**src/rtl/if_stage_if.sv**
```systemverilog
// Instruction-memory request/response bundle between the fetch stage and
// the instruction memory. The fetch stage is the master (drives req/addr),
// the memory is the slave (drives ack/rdata).
interface if_stage_if;
  logic        req;
  logic [31:0] addr;
  logic        ack;
  logic [31:0] rdata;

  modport master (
    output req,
    output addr,
    input  ack,
    input  rdata
  );

  modport slave (
    input  req,
    input  addr,
    output ack,
    output rdata
  );
endinterface

```
**src/rtl/if_stage.sv**
```systemverilog
// Instruction fetch stage.
// Issues word-aligned fetches on the imem bus, presents one instruction per
// cycle downstream, holds on stall (with a one-entry skid buffer for a word
// that lands during a stall) and restarts fetch on redirect. A request that
// is still in flight when a redirect arrives is completed and its data
// dropped (DISCARD state) so the bus handshake is never broken.
// Optional macro IF_STAGE_PERF_CNT_EN adds delivered-instruction and
// stall-cycle counters; without it the perf outputs read zero.
module if_stage #(
  parameter logic [31:0] RESET_PC = 32'h0000_0000,
  parameter logic [31:0] NOP_INSN = 32'h0000_0013
) (
  input  logic        clk,
  input  logic        reset,
  input  logic        stall,
  input  logic        redirect,
  input  logic [31:0] redirect_pc,
  if_stage_if.master  imem,
  output logic [31:0] if_pc,
  output logic [31:0] if_instruction,
  output logic        if_valid,
  output logic [31:0] perf_fetch_cnt,
  output logic [31:0] perf_stall_cnt
);

  typedef enum logic [1:0] {
    IDLE    = 2'd0,
    FETCH   = 2'd1,
    DISCARD = 2'd2
  } state_t;

  state_t      state_r;
  logic [31:0] pc_r;          // current fetch address, also drives imem.addr
  logic [31:0] target_r;      // pending redirect target while discarding
  logic        outstanding_r; // request was raised and not yet acked
  logic        skid_valid_r;
  logic [31:0] skid_pc_r;
  logic [31:0] skid_insn_r;
  logic [31:0] if_pc_r;
  logic [31:0] if_insn_r;
  logic        if_valid_r;

  logic        req_s;
  logic        xfer_s;
  logic        fetch_xfer_s;
  logic [31:0] redirect_aligned_s;

  // Request generation: an in-flight request is always held until acked;
  // a new one starts only when nothing downstream is blocking.
  always_comb begin
    req_s = 1'b0;
    case (state_r)
      IDLE:    req_s = 1'b0;
      FETCH:   req_s = outstanding_r | (~stall & ~skid_valid_r);
      DISCARD: req_s = outstanding_r;
      default: req_s = 1'b0;
    endcase
  end

  assign xfer_s             = req_s & imem.ack;
  assign fetch_xfer_s       = xfer_s & (state_r == FETCH);
  assign redirect_aligned_s = redirect_pc & 32'hFFFF_FFFC;

  assign imem.req  = req_s;
  assign imem.addr = pc_r;

  // Fetch FSM: tracks the fetch address, outstanding request and redirect target.
  always_ff @(posedge clk or posedge reset) begin
    if (reset) begin
      state_r       <= IDLE;
      pc_r          <= RESET_PC;
      target_r      <= RESET_PC;
      outstanding_r <= 1'b0;
    end else begin
      case (state_r)
        IDLE: begin
          state_r       <= FETCH;
          outstanding_r <= 1'b0;
        end
        FETCH: begin
          if (redirect) begin
            if (req_s && !imem.ack) begin
              // keep address stable until the in-flight word comes back
              state_r       <= DISCARD;
              target_r      <= redirect_aligned_s;
              outstanding_r <= 1'b1;
            end else begin
              pc_r          <= redirect_aligned_s;
              outstanding_r <= 1'b0;
            end
          end else if (xfer_s) begin
            pc_r          <= pc_r + 32'd4;
            outstanding_r <= 1'b0;
          end else begin
            outstanding_r <= req_s;
          end
        end
        DISCARD: begin
          if (xfer_s) begin
            state_r       <= FETCH;
            outstanding_r <= 1'b0;
            pc_r          <= redirect ? redirect_aligned_s : target_r;
          end else begin
            outstanding_r <= 1'b1;
            if (redirect) begin
              target_r <= redirect_aligned_s;
            end else begin
              target_r <= target_r;
            end
          end
        end
        default: begin
          state_r       <= IDLE;
          outstanding_r <= 1'b0;
        end
      endcase
    end
  end

  // Downstream outputs and skid buffer: redirect flushes, stall holds, else deliver.
  always_ff @(posedge clk or posedge reset) begin
    if (reset) begin
      if_pc_r      <= RESET_PC;
      if_insn_r    <= NOP_INSN;
      if_valid_r   <= 1'b0;
      skid_valid_r <= 1'b0;
      skid_pc_r    <= RESET_PC;
      skid_insn_r  <= NOP_INSN;
    end else if (redirect) begin
      if_valid_r   <= 1'b0;
      if_insn_r    <= NOP_INSN;
      skid_valid_r <= 1'b0;
    end else if (stall) begin
      if (fetch_xfer_s) begin
        skid_valid_r <= 1'b1;
        skid_pc_r    <= pc_r;
        skid_insn_r  <= imem.rdata;
      end else begin
        skid_valid_r <= skid_valid_r;
      end
    end else if (skid_valid_r) begin
      if_pc_r    <= skid_pc_r;
      if_insn_r  <= skid_insn_r;
      if_valid_r <= 1'b1;
      if (fetch_xfer_s) begin
        skid_pc_r   <= pc_r;
        skid_insn_r <= imem.rdata;
      end else begin
        skid_valid_r <= 1'b0;
      end
    end else if (fetch_xfer_s) begin
      if_pc_r    <= pc_r;
      if_insn_r  <= imem.rdata;
      if_valid_r <= 1'b1;
    end else begin
      if_valid_r <= 1'b0;
      if_insn_r  <= NOP_INSN;
    end
  end

  assign if_pc          = if_pc_r;
  assign if_instruction = if_insn_r;
  assign if_valid       = if_valid_r;

`ifdef IF_STAGE_PERF_CNT_EN
  logic [31:0] fetch_cnt_r;
  logic [31:0] stall_cnt_r;

  // Performance counters: consumed instructions and stall cycles, free-running wrap.
  always_ff @(posedge clk or posedge reset) begin
    if (reset) begin
      fetch_cnt_r <= 32'd0;
      stall_cnt_r <= 32'd0;
    end else begin
      if (if_valid_r && !stall) begin
        fetch_cnt_r <= fetch_cnt_r + 32'd1;
      end else begin
        fetch_cnt_r <= fetch_cnt_r;
      end
      if (stall) begin
        stall_cnt_r <= stall_cnt_r + 32'd1;
      end else begin
        stall_cnt_r <= stall_cnt_r;
      end
    end
  end

  assign perf_fetch_cnt = fetch_cnt_r;
  assign perf_stall_cnt = stall_cnt_r;
`else
  assign perf_fetch_cnt = 32'd0;
  assign perf_stall_cnt = 32'd0;
`endif

endmodule

```
**src/flat_wrapper.sv**
```systemverilog
// flat-port wrapper written by rule: the top's interface ports become plain ports
module if_stage_flat 
#(
  parameter logic [31:0] RESET_PC = 32'h0000_0000,
  parameter logic [31:0] NOP_INSN = 32'h0000_0013
)
  (clk, reset, stall, redirect, redirect_pc, if_pc, if_instruction, if_valid, perf_fetch_cnt, perf_stall_cnt, imem_req, imem_addr, imem_ack, imem_rdata);
  if_stage_if imem_i ();
  input  logic clk;
  input  logic reset;
  input  logic stall;
  input  logic redirect;
  input  logic [31:0] redirect_pc;
  output logic [31:0] if_pc;
  output logic [31:0] if_instruction;
  output logic if_valid;
  output logic [31:0] perf_fetch_cnt;
  output logic [31:0] perf_stall_cnt;
  output wire logic [$bits(imem_i.req)-1:0] imem_req;
  output wire logic [$bits(imem_i.addr)-1:0] imem_addr;
  input wire logic [$bits(imem_i.ack)-1:0] imem_ack;
  input wire logic [$bits(imem_i.rdata)-1:0] imem_rdata;
  assign imem_req = imem_i.req;
  assign imem_addr = imem_i.addr;
  assign imem_i.ack = imem_ack;
  assign imem_i.rdata = imem_rdata;
  if_stage #(.RESET_PC(RESET_PC), .NOP_INSN(NOP_INSN)) u_core (.clk(clk), .reset(reset), .stall(stall), .redirect(redirect), .redirect_pc(redirect_pc), .imem(imem_i), .if_pc(if_pc), .if_instruction(if_instruction), .if_valid(if_valid), .perf_fetch_cnt(perf_fetch_cnt), .perf_stall_cnt(perf_stall_cnt));
endmodule
```
**config.mk**
```make
export PLATFORM = sky130hd
export DESIGN_NAME = if_stage_flat
export DESIGN_NICKNAME = d
export VERILOG_FILES = /design/src/rtl/if_stage_if.sv /design/src/rtl/if_stage.sv /design/src/flat_wrapper.sv
export SDC_FILE = /design/constraint.sdc
export NUM_CORES = 1
export LEC_CHECK = 0
export ABC_CLOCK_PERIOD_IN_PS = 19900
export BUFFER_PORTS_ARGS = -buffer_cell sky130_fd_sc_hd__buf_2
export CAP_MARGIN = 20
export CORE_AREA = 2 2 131 133
export DETAILED_ROUTE_END_ITERATION = 10
export DIE_AREA = 0 0 133 135
export PLACE_DENSITY_LB_ADDON = 0.12
export SYNTH_ARGS = -nofsm -noshare
export SYNTH_HDL_FRONTEND = slang
export SYNTH_SLANG_ARGS = --single-unit
export TNS_END_PERCENT = 20
```
**constraint.sdc**
```tcl
create_clock -name clk -period 19.9 [get_ports clk]
set_input_delay 3.98 -clock clk [delete_from_list [all_inputs] [get_ports clk]]
set_output_delay 3.98 -clock clk [all_outputs]
set_load 0.005 [all_outputs]
```
==> impl_metrics.yaml <==
clocking:
  cts-htree-levels: 4
  cts_root_buf: "clkbuf_16"
  ctsResizeCount: 0
  hold_buffers: 0
  path_clk_slew_ps: 70
  cts_tree: "yes"
  numCtsBuffers: 17
  clock-sinks: 197
  clk_latency_ps: 440
  clk_path_buf_depth: 2
  cts_setup_buffers: 0
floorplanning:
  die-width_um: 133
  core_um2: 16410
  die_y_um: 135
  start_util_pct: 57.20
  die-area_um2: 17960
  rows: 47
  io-pin-count: 231
yosys:
  ys_types: 57
  synth_edf_count: 0
  yosysWarnings: 0
  synthTopCellsByArea: "dfrtp_1 51%, mux2_2 11%, buf_4 5.1%"
  yosys_most_used_dff: "dfrtp_1"
  synthCells: 868
  avgSynthCellArea_um2: 10.81
  synth_area_um2: 9385
  synth_top_area_share_pct: 50.93
  yosys_register_bits: 197
  seq_area_frac_synth_pct: 52.61
  yosysTopAreaCell: "dfrtp_1"
  synthArstFlopShare_pct: 100.0
placement:
  place_area_um2: 10080
  gp_congestion: 0.9045
  dp_slack_ps: 11170
  numPortBuffers: 164
  dp.cells: 1207
  place_hpwl_mm: 15.09
cells_and_area:
  final_nets: 1079
  drive_gt1_share_pct: 30.81
  post-route-util_pct: 65.14
  area_delta_synth_final_pct: 13.88
  final_common_cell: "dfrtp_1"
  final_cell_mix: "191 x dfrtp_1, 164 x buf_2, 88 x mux2_2"
  antenna_cells: 0
  final_area_um2: 10690
  stdcell_count: 1239
grt:
  antenna_found_initial: 1
  grt_pass1_vias: 6749
  overflow: 0
  grt_pass1_wl_mm: 37.15
  grtUsageTotal_pct: 26.36
  grt_max_degree: 125
sta:
  setup_violations: 0
  worst_pin_slew_ps: 940.7
  rsz0062_at_grt: "no"
  post-route-period-util_pct: 43.86
  relSlewSlack_pct: 37.14
  period_needed_ps: 8729
  holdWs_ps: 487.5
  skew_ps: 8.954
  timing.setup.tns_ps: 0
  hold_viol: 0
  layout_setup_ws_ps: 11170
  max_freq_mhz: 114.6
  finalMaxSlewViolations: 0
critical_path:
  cp_common_cell: "buf_2"
  crit_buf_inv: 2
  cpMaxStageDelayCell: "o21bai_4"
  crit_family: "buffers and inverters"
  worst-path-max-fanout: 8
  arrival_ps: 4750
  r2r_slack_ps: 17150
  crit_required_ps: 15920
  cp-end-kind: "output port"
  start_kind: "input port"
  slowest_delay_ps: 200
  critical_path_class: "in -> out"
  path_cells: "buf_2, o21bai_4, a22oi_1, nor2_1, buf_2"
route:
  drc: 0
  dr.pass1.iters: 6
  route.final.wire_length_mm: 23.40
  ant_nets: 0
  drt-wirelength-per-cell_um: 18.88
  vias: 7346
  drt_iter0_markers: 907
  via_per_inst: 5.929
flow_run:
  drv_cap: 0
min_path:
  hold_class: "reg -> reg"
power:
  p_sw_uw: 544.0
  p_seq_share_pct: 47.2
  clkPwrFrac_pct: 23.5
  power_density_nw_per_um2: 140.4
  vdd_drop_max_mv: 0.07065
  p_int_uw: 956.6
  power_frac_comb_pct: 29.3
  swShare_pct: 36.25
  total_power_mw: 1.501
  leakage_nw: 5.303
status:
  status: "completed"
[worst paths after layout]
kind | start | endpoint | depth (start not counted)
max in group asynchronous | reset | u_core.skid_pc_r[20] | 3
setup reg to reg | u_core.state_r[1] | u_core.skid_pc_r[14] | 6
hold reg to reg | u_core.skid_pc_r[10] | u_core.skid_pc_r[10] | 2
hold / removal | u_core.skid_pc_r[10] | u_core.skid_pc_r[10] | 2
min in group asynchronous | reset | u_core.target_r[26] | 2
setup / recovery | stall | imem_req | 5
[cells by family after synthesis]
logic type | Yosys count | synth area share [%]
AOI/OAI and AO/OA | 214 | 15.90
DFF | 197 | 52.61
and+or+nand+nor | 189 | 9.679
buffers and inverters | 169 | 10.07
muxes | 91 | 10.88
adders and majority gates | 5 | 0.6399
xor gates and xnor gates | 2 | 0.1867
other | 1 | 0.03996
[synth_stat cells, types with 14 or more instances]
master	count
dfrtp_1	191
mux2_2	88
nor2_1	81
buf_4	64
o21ai_0	48
inv_1	46
o22ai_1	40
nand2_1	36
clkbuf_1	35
a222oi_1	31
a21oi_1	28
buf_2	14
[layout make-up]
cell class              instances  area (um^2)
flip-flops and latches        197         4937
multi-input cells             565         3761
clock buffers                  17        425.4
fillers                      1336         5719
clock inverters                15        178.9
well taps                     220        275.3
repair buffers                178        925.9
inverters                      47        183.9
[tightest hold or removal path, delay by kind of cell, from the launching register on]
family / cells / cell delay, ps
AO/OA/AOI/OAI: 1 / 60
flip-flops: 1 / 350
AND/OR/NAND/NOR: 1 / 50
[flip-flops by register name, summed over array words and instances (netlist names), 2 cells and up]
| name | count |
|---|---|
| u_core.if_pc | 32 |
| u_core.state_r | 2 |
| u_core.skid_insn_r | 32 |
| u_core.if_instruction | 32 |
| u_core.target_r | 32 |
| u_core.skid_pc_r | 32 |
| u_core.imem.addr | 32 |
[power by group through the flow]
stage | sequential, mW | combinational [mW] | clock [mW]
global route | 0.730 | 0.492 | 0.376
finish | 0.709 | 0.440 | 0.352
global placement | 0.703 | 0.426 | 0
CTS | 0.703 | 0.441 | 0.358
detailed placement | 0.710 | 0.438 | 0
floorplan | 0.664 | 0.315 | 0
[routing by layer]
| layer | share of wire [%] | wire, um | GRT usage [%] | vias to the layer above |
|---|---|---|---|---|
| li1 | - | - | - | 3322 |
| met1 | 45 | 10490 | 39.09 | 3681 |
| met2 | 47 | 10940 | 39.98 | 317 |
| met3 | 7.2 | 1690 | 5.668 | 24 |
| met4 | 1.1 | 266 | 6.272 | 2 |
| met5 | 0.056 | 13 | 0 | - |
(Power assumes the default switching activity.)
